`config.mk`:
```
export PLATFORM = sky130hd
export DESIGN_NAME = fft_peak_rx
export DESIGN_NICKNAME = d
export VERILOG_FILES = /design/src/rtl/fft_peak_rx.sv
export SDC_FILE = /design/constraint.sdc
export NUM_CORES = 2
export LEC_CHECK = 0
export BUFFER_PORTS_ARGS = -buffer_cell sky130_fd_sc_hd__buf_4
export CAP_MARGIN = 20
export CORE_ASPECT_RATIO = 1.4
export CORE_MARGIN = 2
export CORE_UTILIZATION = 60
export CTS_BUF_LIST = sky130_fd_sc_hd__clkbuf_4 sky130_fd_sc_hd__clkbuf_8 sky130_fd_sc_hd__clkbuf_16
export DETAILED_ROUTE_END_ITERATION = 10
export PLACE_DENSITY_LB_ADDON = 0.05
export SKIP_LAST_GASP = 1
export SLEW_MARGIN = 30
export SYNTH_ARGS = -nofsm -noshare
export SYNTH_HDL_FRONTEND = slang
export SYNTH_SLANG_ARGS = --single-unit
```
`constraint.sdc`:
```
create_clock -name clk_100mhz -period 17.3 [get_ports clk_100mhz]
set_input_delay 0.865 -clock clk_100mhz [delete_from_list [all_inputs] [get_ports clk_100mhz]]
set_output_delay 0.865 -clock clk_100mhz [all_outputs]
set_load 0.02 [all_outputs]
```
`src/rtl/fft_peak_rx.sv`:
```
// -----------------------------------------------------------------------------
// fft_peak_rx
//
// Receives one FFT output frame bin by bin. For each bin it computes the squared
// magnitude re^2+im^2 and keeps the largest bin inside [MIN_BIN, MAX_BIN]. At the
// end of the frame it reports the peak bin index and magnitude as a one-cycle
// result pulse.
//
// Ports:
//   clk_100mhz  in   system clock
//   rst         in   synchronous, active-high reset
//   s_tdata     in   [15:0] real, [31:16] imag, both two's complement
//   s_tvalid    in   bin valid
//   s_tlast     in   last bin of frame
//   s_tready    out  receiver can accept a bin (depends on state only)
//   peak_bin    out  index of the largest in-range bin
//   peak_mag    out  re^2+im^2 of that bin, unsigned
//   peak_valid  out  one-cycle pulse qualifying peak_bin/peak_mag/frame_err
//   frame_err   out  frame length was not FRAMESIZE
//
// Timing: the frame-end transfer happens in cycle T. peak_valid is high in
// cycle T+4, s_tready is low in T+1..T+4 and high again in T+5.
// -----------------------------------------------------------------------------
module fft_peak_rx #(
  parameter int FRAMESIZE = 2048,
  parameter int MIN_BIN   = 1,
  parameter int MAX_BIN   = FRAMESIZE / 2 - 1
) (
  input  logic                         clk_100mhz,
  input  logic                         rst,
  input  logic [31:0]                  s_tdata,
  input  logic                         s_tvalid,
  input  logic                         s_tlast,
  output logic                         s_tready,
  output logic [$clog2(FRAMESIZE)-1:0] peak_bin,
  output logic [31:0]                  peak_mag,
  output logic                         peak_valid,
  output logic                         frame_err
);

  localparam int             BW       = $clog2(FRAMESIZE);
  localparam logic [BW-1:0]  LAST_IDX = BW'(FRAMESIZE - 1);

  typedef enum logic [1:0] {
    RECV,
    FLUSH,
    REPORT
  } state_t;

  // Squares a 16-bit signed component. The largest result is (-32768)^2 =
  // 2^30, which fits comfortably in 32 unsigned bits.
  function automatic logic [31:0] f_square(input logic signed [15:0] x);
    logic signed [31:0] xe;
    xe = 32'(x);
    return xe * xe;
  endfunction

  // Peak search window test for a bin tag.
  function automatic logic f_in_range(input logic [BW-1:0] b);
    return (int'(b) >= MIN_BIN) && (int'(b) <= MAX_BIN);
  endfunction

  // Control state
  state_t        r_state;
  logic [BW-1:0] r_cnt;
  logic [1:0]    r_flush_cnt;
  logic          r_err;
  logic [31:0]   r_max;
  logic [BW-1:0] r_max_bin;

  // Data pipeline (no reset; qualified by the valid bits)
  logic [31:0]   r_sq_re_p1;
  logic [31:0]   r_sq_im_p1;
  logic [BW-1:0] r_bin_p1;
  logic          r_inr_p1;
  logic          r_vld_p1;
  logic [31:0]   r_sum_p2;
  logic [BW-1:0] r_bin_p2;
  logic          r_inr_p2;
  logic          r_vld_p2;

  logic signed [15:0] w_re;
  logic signed [15:0] w_im;
  logic               w_xfer;
  logic               w_at_last_idx;
  logic               w_frame_end;
  logic               w_len_err;

  assign w_re          = s_tdata[15:0];
  assign w_im          = s_tdata[31:16];
  assign s_tready      = (r_state == RECV) && !rst;
  assign w_xfer        = s_tvalid && s_tready;
  assign w_at_last_idx = (r_cnt == LAST_IDX);
  // The frame closes on tlast or on the FRAMESIZE-th bin, whichever comes first.
  assign w_frame_end   = s_tlast || w_at_last_idx;
  // Length is wrong when tlast and the final count index disagree.
  assign w_len_err     = s_tlast != w_at_last_idx;

  // ---- stage 1: component squares, tagged with bin index ----
  // ---- stage 2: magnitude sum (max 2^31, no overflow) ----
  always_ff @(posedge clk_100mhz) begin
    if (w_xfer) begin
      r_sq_re_p1 <= f_square(w_re);
      r_sq_im_p1 <= f_square(w_im);
      r_bin_p1   <= r_cnt;
      r_inr_p1   <= f_in_range(r_cnt);
    end
    if (r_vld_p1) begin
      r_sum_p2 <= r_sq_re_p1 + r_sq_im_p1;
      r_bin_p2 <= r_bin_p1;
      r_inr_p2 <= r_inr_p1;
    end
  end

  always_ff @(posedge clk_100mhz) begin
    if (rst) begin
      r_vld_p1 <= 1'b0;
      r_vld_p2 <= 1'b0;
    end else begin
      r_vld_p1 <= w_xfer;
      r_vld_p2 <= r_vld_p1;
    end
  end

  // ---- stage 3: running max compare, frame control and reporting ----
  always_ff @(posedge clk_100mhz) begin
    if (rst) begin
      r_state     <= RECV;
      r_cnt       <= '0;
      r_flush_cnt <= '0;
      r_err       <= 1'b0;
      r_max       <= '0;
      r_max_bin   <= '0;
      peak_bin    <= '0;
      peak_mag    <= '0;
      peak_valid  <= 1'b0;
      frame_err   <= 1'b0;
    end else begin
      peak_valid <= 1'b0;

      // Strict compare: on equal magnitudes the earlier (lower) bin is kept.
      if (r_vld_p2 && r_inr_p2 && (r_sum_p2 > r_max)) begin
        r_max     <= r_sum_p2;
        r_max_bin <= r_bin_p2;
      end

      case (r_state)
        RECV: begin
          if (w_xfer) begin
            r_cnt <= r_cnt + BW'(1);
            if (w_len_err) begin
              r_err <= 1'b1;
            end
            if (w_frame_end) begin
              r_state     <= FLUSH;
              r_flush_cnt <= '0;
            end
          end
        end

        // Three idle cycles let the last bin reach the running max.
        FLUSH: begin
          if (r_flush_cnt == 2'd2) begin
            r_state    <= REPORT;
            peak_valid <= 1'b1;
            peak_bin   <= r_max_bin;
            peak_mag   <= r_max;
            frame_err  <= r_err;
          end else begin
            r_flush_cnt <= r_flush_cnt + 2'd1;
          end
        end

        // Pipeline is empty here, so clearing cannot race a compare update.
        REPORT: begin
          r_state   <= RECV;
          r_max     <= '0;
          r_max_bin <= '0;
          r_cnt     <= '0;
          r_err     <= 1'b0;
        end

        default: begin
          r_state <= RECV;
        end
      endcase
    end
  end

endmodule

```
======== Word-level counts from Yosys, hierarchy flattened ========
Index checks and enable logic that the tools add are counted.
storage, ports and cells
  flip-flop bits (word level) ............. 226
  output and inout bits ................... 46
operators by class
  add/sub/neg operators ................... 3
  multiply operators ...................... 2
  $lt $le $gt $ge ......................... 3
  equality and inequality tests ........... 10
  multiplexer cells ....................... 14
  bitwise gates (word level) .............. 1
  reduce and logical (&&, ||, !) cells .... 17
operator list
  kind                                                              count
  multiplier 16 x 16 -> 32 bit                                      2
  adder 32 bit                                                      1
  > comparator 32 bit                                               1
  case mux 11 bit (2 select lines)                                  1
  2-to-1 mux 2 bit                                                  6
  adder 11 x 1 -> 11 bit, second input constant                     1
  equality test 11 bit, second input constant                       1
  >= comparator 11 x 1 -> 1 bit, second input constant              1
  less-or-equal comparator 11 x 10 -> 1 bit, second input constant  1
  2-to-1 mux 11 bit                                                 1
  inequality test 2 bit, second input constant                      5
  case mux 2 bit (2 select lines)                                   2
  AND reduction 3 bit                                               2
  logical AND 1 bit                                                 5
  equality test 2 bit, second input constant                        2
  AND reduction 2 bit                                               2
  AND reduction 4 bit                                               1
  nonzero test 2 bit                                                2
  OR reduction 2 bit                                                2
  2-to-1 mux 1 bit                                                  3
  adder 2 x 1 -> 2 bit, second input constant                       1
  equality test 2 x 1 -> 1 bit, second input constant               1
  zero test 2 bit                                                   1
  case mux 1 bit (2 select lines)                                   1
  other kinds (4)                                                   4

======== Longest topological paths before layout ========
  word-level depth ........................ 5
  mapped depth ............................ 24
  mapped depth without buffers ............ 23

======== Worst setup path after synthesis ========
No wires, ideal clock.
  path kind ............................... in2reg
  from .................................... input s_tdata[31]
  to ...................................... register r_sq_im_p1[31] (data pin)
  data arrival time ....................... 6.671 ns
  path slack .............................. 10.369 ns
  stages on the path ...................... 21
  path buffers ............................ 2
  cells stage by stage .................... clkbuf_1 > clkbuf_1 > nand2_1 > fa_1 > inv_1 > fa_1 > fa_1 > fa_1 > fa_1 > inv_1 > fa_1 > inv_1 > ha_1 > a21o_1 > a21oi_1 > o211ai_1 > a22o_1 > a2111oi_0 > o21bai_1 > a21oi_1 > xnor2_1
on the way
  cells in the longest elaborated chain, start to end .. 1
RTL lines
  item                          line  text
  start, declared               31    input logic [31:0] s_tdata,
  multiplier 16 x 16 -> 32 bit  55    return xe * xe;
  end signal, assigned          104   r_sq_im_p1 <= f_square(w_im);
  end, declared                 73    logic [31:0] r_sq_im_p1;
No other way between the ends.
A chain may end at the register's enable or synchronous reset.

======== Final worst setup path ========
Same ends and word-level chain as after synthesis.

==> results.cfg <==
[route]
vias = 18500
post_drt_wl_per_cell_um = 15.96
drt_iter0_markers = 783
drc = 0
wl_mm = 55.70
dr.pass1.iters = 5
detail-route-antenna-nets = 0
viasPerCell = 5.304

[setup_path]
critical-path-top-delay-family = adder cells
r2r-end = r_sum_p2[29]$_DFFE_PP_
worstPathArrival_ns = 7.27
slowest_delay_ns = 0.88
path_common_cell = fa_1
r2r-start = r_sq_im_p1[4]$_DFFE_PP_
path_max_fanout = 20
crit_path_end_kind = flip-flop
worst-r2r-cell-count = 9
critPathBufInv = 4
critPathSlowestCell = fa_1
r2r_slack_ns = 14.03
start_kind = primary input
path_class = primary input to flip-flop
cp_cell_sequence = buf_4 -> inv_1 -> nor2_1 -> fa_1 -> fa_1 -> fa_1 -> fa_1 -> fa_1 -> inv_1 -> fa_1 -> inv_1 -> ha_1 -> a21o_1 -> a21oi_1 -> o211ai_1 -> a22o_1 -> a2111oi_0 -> o21bai_1 -> a21oi_1 -> xnor2_1
critical_path_required_ns = 17.56

[timing]
finalWorstSetupSlack_ns = 10.29
period_needed_ns = 7.013
fmax_mhz = 142.6
rsz0062_at_grt = false
worst_pin_slew_ns = 0.7939
finalCritPeriodShare = 0.4054
finalSetupViolations = 0
finalClockSkew_ns = 0.01237
slew_headroom = 0.4707
hold_ws_ns = 0.4162
tns_ns = 0
finalHoldViolCount = 0
report.final.slew_viol_count = 0

[placed_design]
dp_slack_ns = 9.787
io_buffers = 81
place_area_mm2 = 0.02845
hpwl_mm = 46.41
gp_congestion = 0.9021

[synthesis]
synth_area_mm2 = 0.02729
yosysWarnings = 0
synthFlopType = edfxtp_1
synth-seq-cells = 224
async_flop_share = 0
synth_edf_count = 118
synth.yosys.seq_area_share = 0.2076
synthCells = 2826
yosysUniqueCellTypes = 60
syn_nets = 3576
syn_area_per_cell_um2 = 9.659

[grt]
antenna_found_initial = 2
grt_pass1_vias = 20140
grt_max_degree = 87
gr-usage-all-layers = 0.2514
grt_pass1_wl_mm = 94.75
grt.overflow.total = 0

[worst_hold_path]
min-delay-start = r_bin_p1[0]$_DFFE_PP_
hold_class = flip-flop to flip-flop
hold_depth = 0
hold_end = r_bin_p2[0]$_DFFE_PP_

[clock_tree]
cts_resized = 0
post_cts_buffers = 0
cts_buffers = 24
cts_buffer_depth = 3
cts_root_buf = clkbuf_16
clk-insertion-delay-late_ns = 0.53
cts_tree = built
clk_pin_slew_ns = 0.06
hold_buffers = 0
h-tree-depth = 1
cts_num_sinks = 224

[floorplan]
die-height_um = 256.4
fp.dieW_um = 184.3
num_rows = 92
ios = 82
core_area_mm2 = 0.04501
dieArea_mm2 = 0.04724
initial_core_util = 0.6064

[finish]
nNetsFinal = 3610
multi_input_area_mm2 = 0.01879
num_antenna_cells = 0
seq_area_mm2 = 0.005667
area_growth_pct = 7.449
fillers = 3744
final_area_mm2 = 0.02933
drive_above_1_share = 0.05490

[status]
outcome = completed

[run]
max-cap-violations = 0
[state kept, by name, summed over array words and instances, names as in the netlist]
| name | count |
|---|---|
| r_sum_p2 | 32 |
| r_cnt | 11 |
| r_max | 32 |
| r_err | 1 |
| r_state | 2 |
| peak_valid | 1 |
| r_inr_p1 | 1 |
| r_bin_p2 | 11 |
| r_sq_im_p1 | 31 |
| r_sq_re_p1 | 31 |
| r_bin_p1 | 11 |
| r_vld_p2 | 1 |
| peak_bin | 11 |
| r_vld_p1 | 1 |
| r_max_bin | 11 |
| frame_err | 1 |
| peak_mag | 32 |
| r_inr_p2 | 1 |
| r_flush_cnt | 2 |
[cells in the mapped netlist, drive strengths merged, types with 4 or more instances]
| master | count | area (um2) |
|---|---|---|
| a21o | 39 | 292.8 |
| inv | 682 | 2560 |
| mux2i | 47 | 470.5 |
| buf | 11 | 47.54 |
| edfxtp | 118 | 3543 |
| o211ai | 8 | 60.06 |
| clkbuf | 68 | 255.2 |
| nor2b | 10 | 62.56 |
| nor4 | 5 | 31.28 |
| nand4 | 11 | 68.82 |
| fa | 468 | 9369 |
| a31o | 11 | 96.34 |
| a21oi | 118 | 594.3 |
| dfxtp | 106 | 2122 |
| and3 | 10 | 62.56 |
| o21bai | 12 | 90.09 |
| nand2b | 12 | 75.07 |
| or2 | 8 | 50.05 |
| xor2 | 36 | 315.3 |
| nor2 | 132 | 495.5 |
| o21ai | 36 | 180.2 |
| nor3 | 18 | 90.09 |
| a221o | 4 | 40.04 |
| a31oi | 8 | 50.05 |
| and2 | 79 | 494.2 |
| nand3 | 18 | 90.09 |
| ha | 246 | 3078 |
| nand2 | 357 | 1340 |
| o21a | 8 | 60.06 |
| xnor2 | 86 | 753.2 |
| a211oi | 15 | 122.6 |
[worst max-delay path by stage]
| stage | start | end | cells past startpoint |
|---|---|---|---|
| global route | s_tdata[31] | r_sq_im_p1[31]$_DFFE_PP_ | 20 |
| finish | s_tdata[31] | r_sq_im_p1[31]$_DFFE_PP_ | 20 |
| global placement | s_tdata[31] | r_sq_im_p1[31]$_DFFE_PP_ | 20 |
| CTS | s_tdata[31] | r_sq_im_p1[31]$_DFFE_PP_ | 20 |
| detailed placement | s_tdata[31] | r_sq_im_p1[31]$_DFFE_PP_ | 20 |
| floorplan | s_tdata[31] | r_sq_im_p1[31]$_DFFE_PP_ | 21 |
[routing by layer]
| layer | wire, um | track usage |
|---|---|---|
| met5 | 0 | 0 |
| met4 | 2279 | 0.09578 |
| met3 | 1604 | 0.01988 |
| met2 | 31200 | 0.4876 |
| met1 | 20610 | 0.2818 |
[metrics by stage]
step                cells  utilization
floorplan            2826            -
finish               3489       0.6516
global placement     3444       0.6317
global route         3489       0.6516
detailed placement   3445       0.6321
CTS                  3489       0.6515
[logic make-up (layout without fill, tap and decap cells)]
group / after synthesis / count (layout) / synth area share
AO/OA/AOI/OAI: 290 / 290 / 0.06817
flip-flops: 224 / 224 / 0.2076
XOR/XNOR: 122 / 122 / 0.03915
adder cells (fa/ha/maj): 714 / 714 / 0.4560
buffers and inverters: 761 / 813 / 0.1049
multiplexers: 47 / 47 / 0.01724
AND/OR/NAND/NOR: 668 / 668 / 0.1070
[cells in the final DEF, fill, tap and decap left out, types with 39 or more instances in the layout]
cell and count:
edfxtp_1 118, ha_1 246, fa_1 468, nor2_1 131
buf_4 85, nand2_1 357, and2_1 79, xnor2_1 86
a21oi_1 116, dfxtp_1 105, a21o_1 39, inv_1 681
mux2i_1 47
[cell type report]
class / instances / area share
sequential: 224 / 0.1932
tap: 611 / 0.02607
multi-input combinational: 1841 / 0.6408
clock buffer: 38 / 0.02752
timing repair buffer: 87 / 0.02282
inverter: 682 / 0.08729
clock inverter: 6 / 0.002304
Power is left out: the tool's default activity adds up to more than one toggle a clock period on the data nets, which glitch-free logic cannot reach.
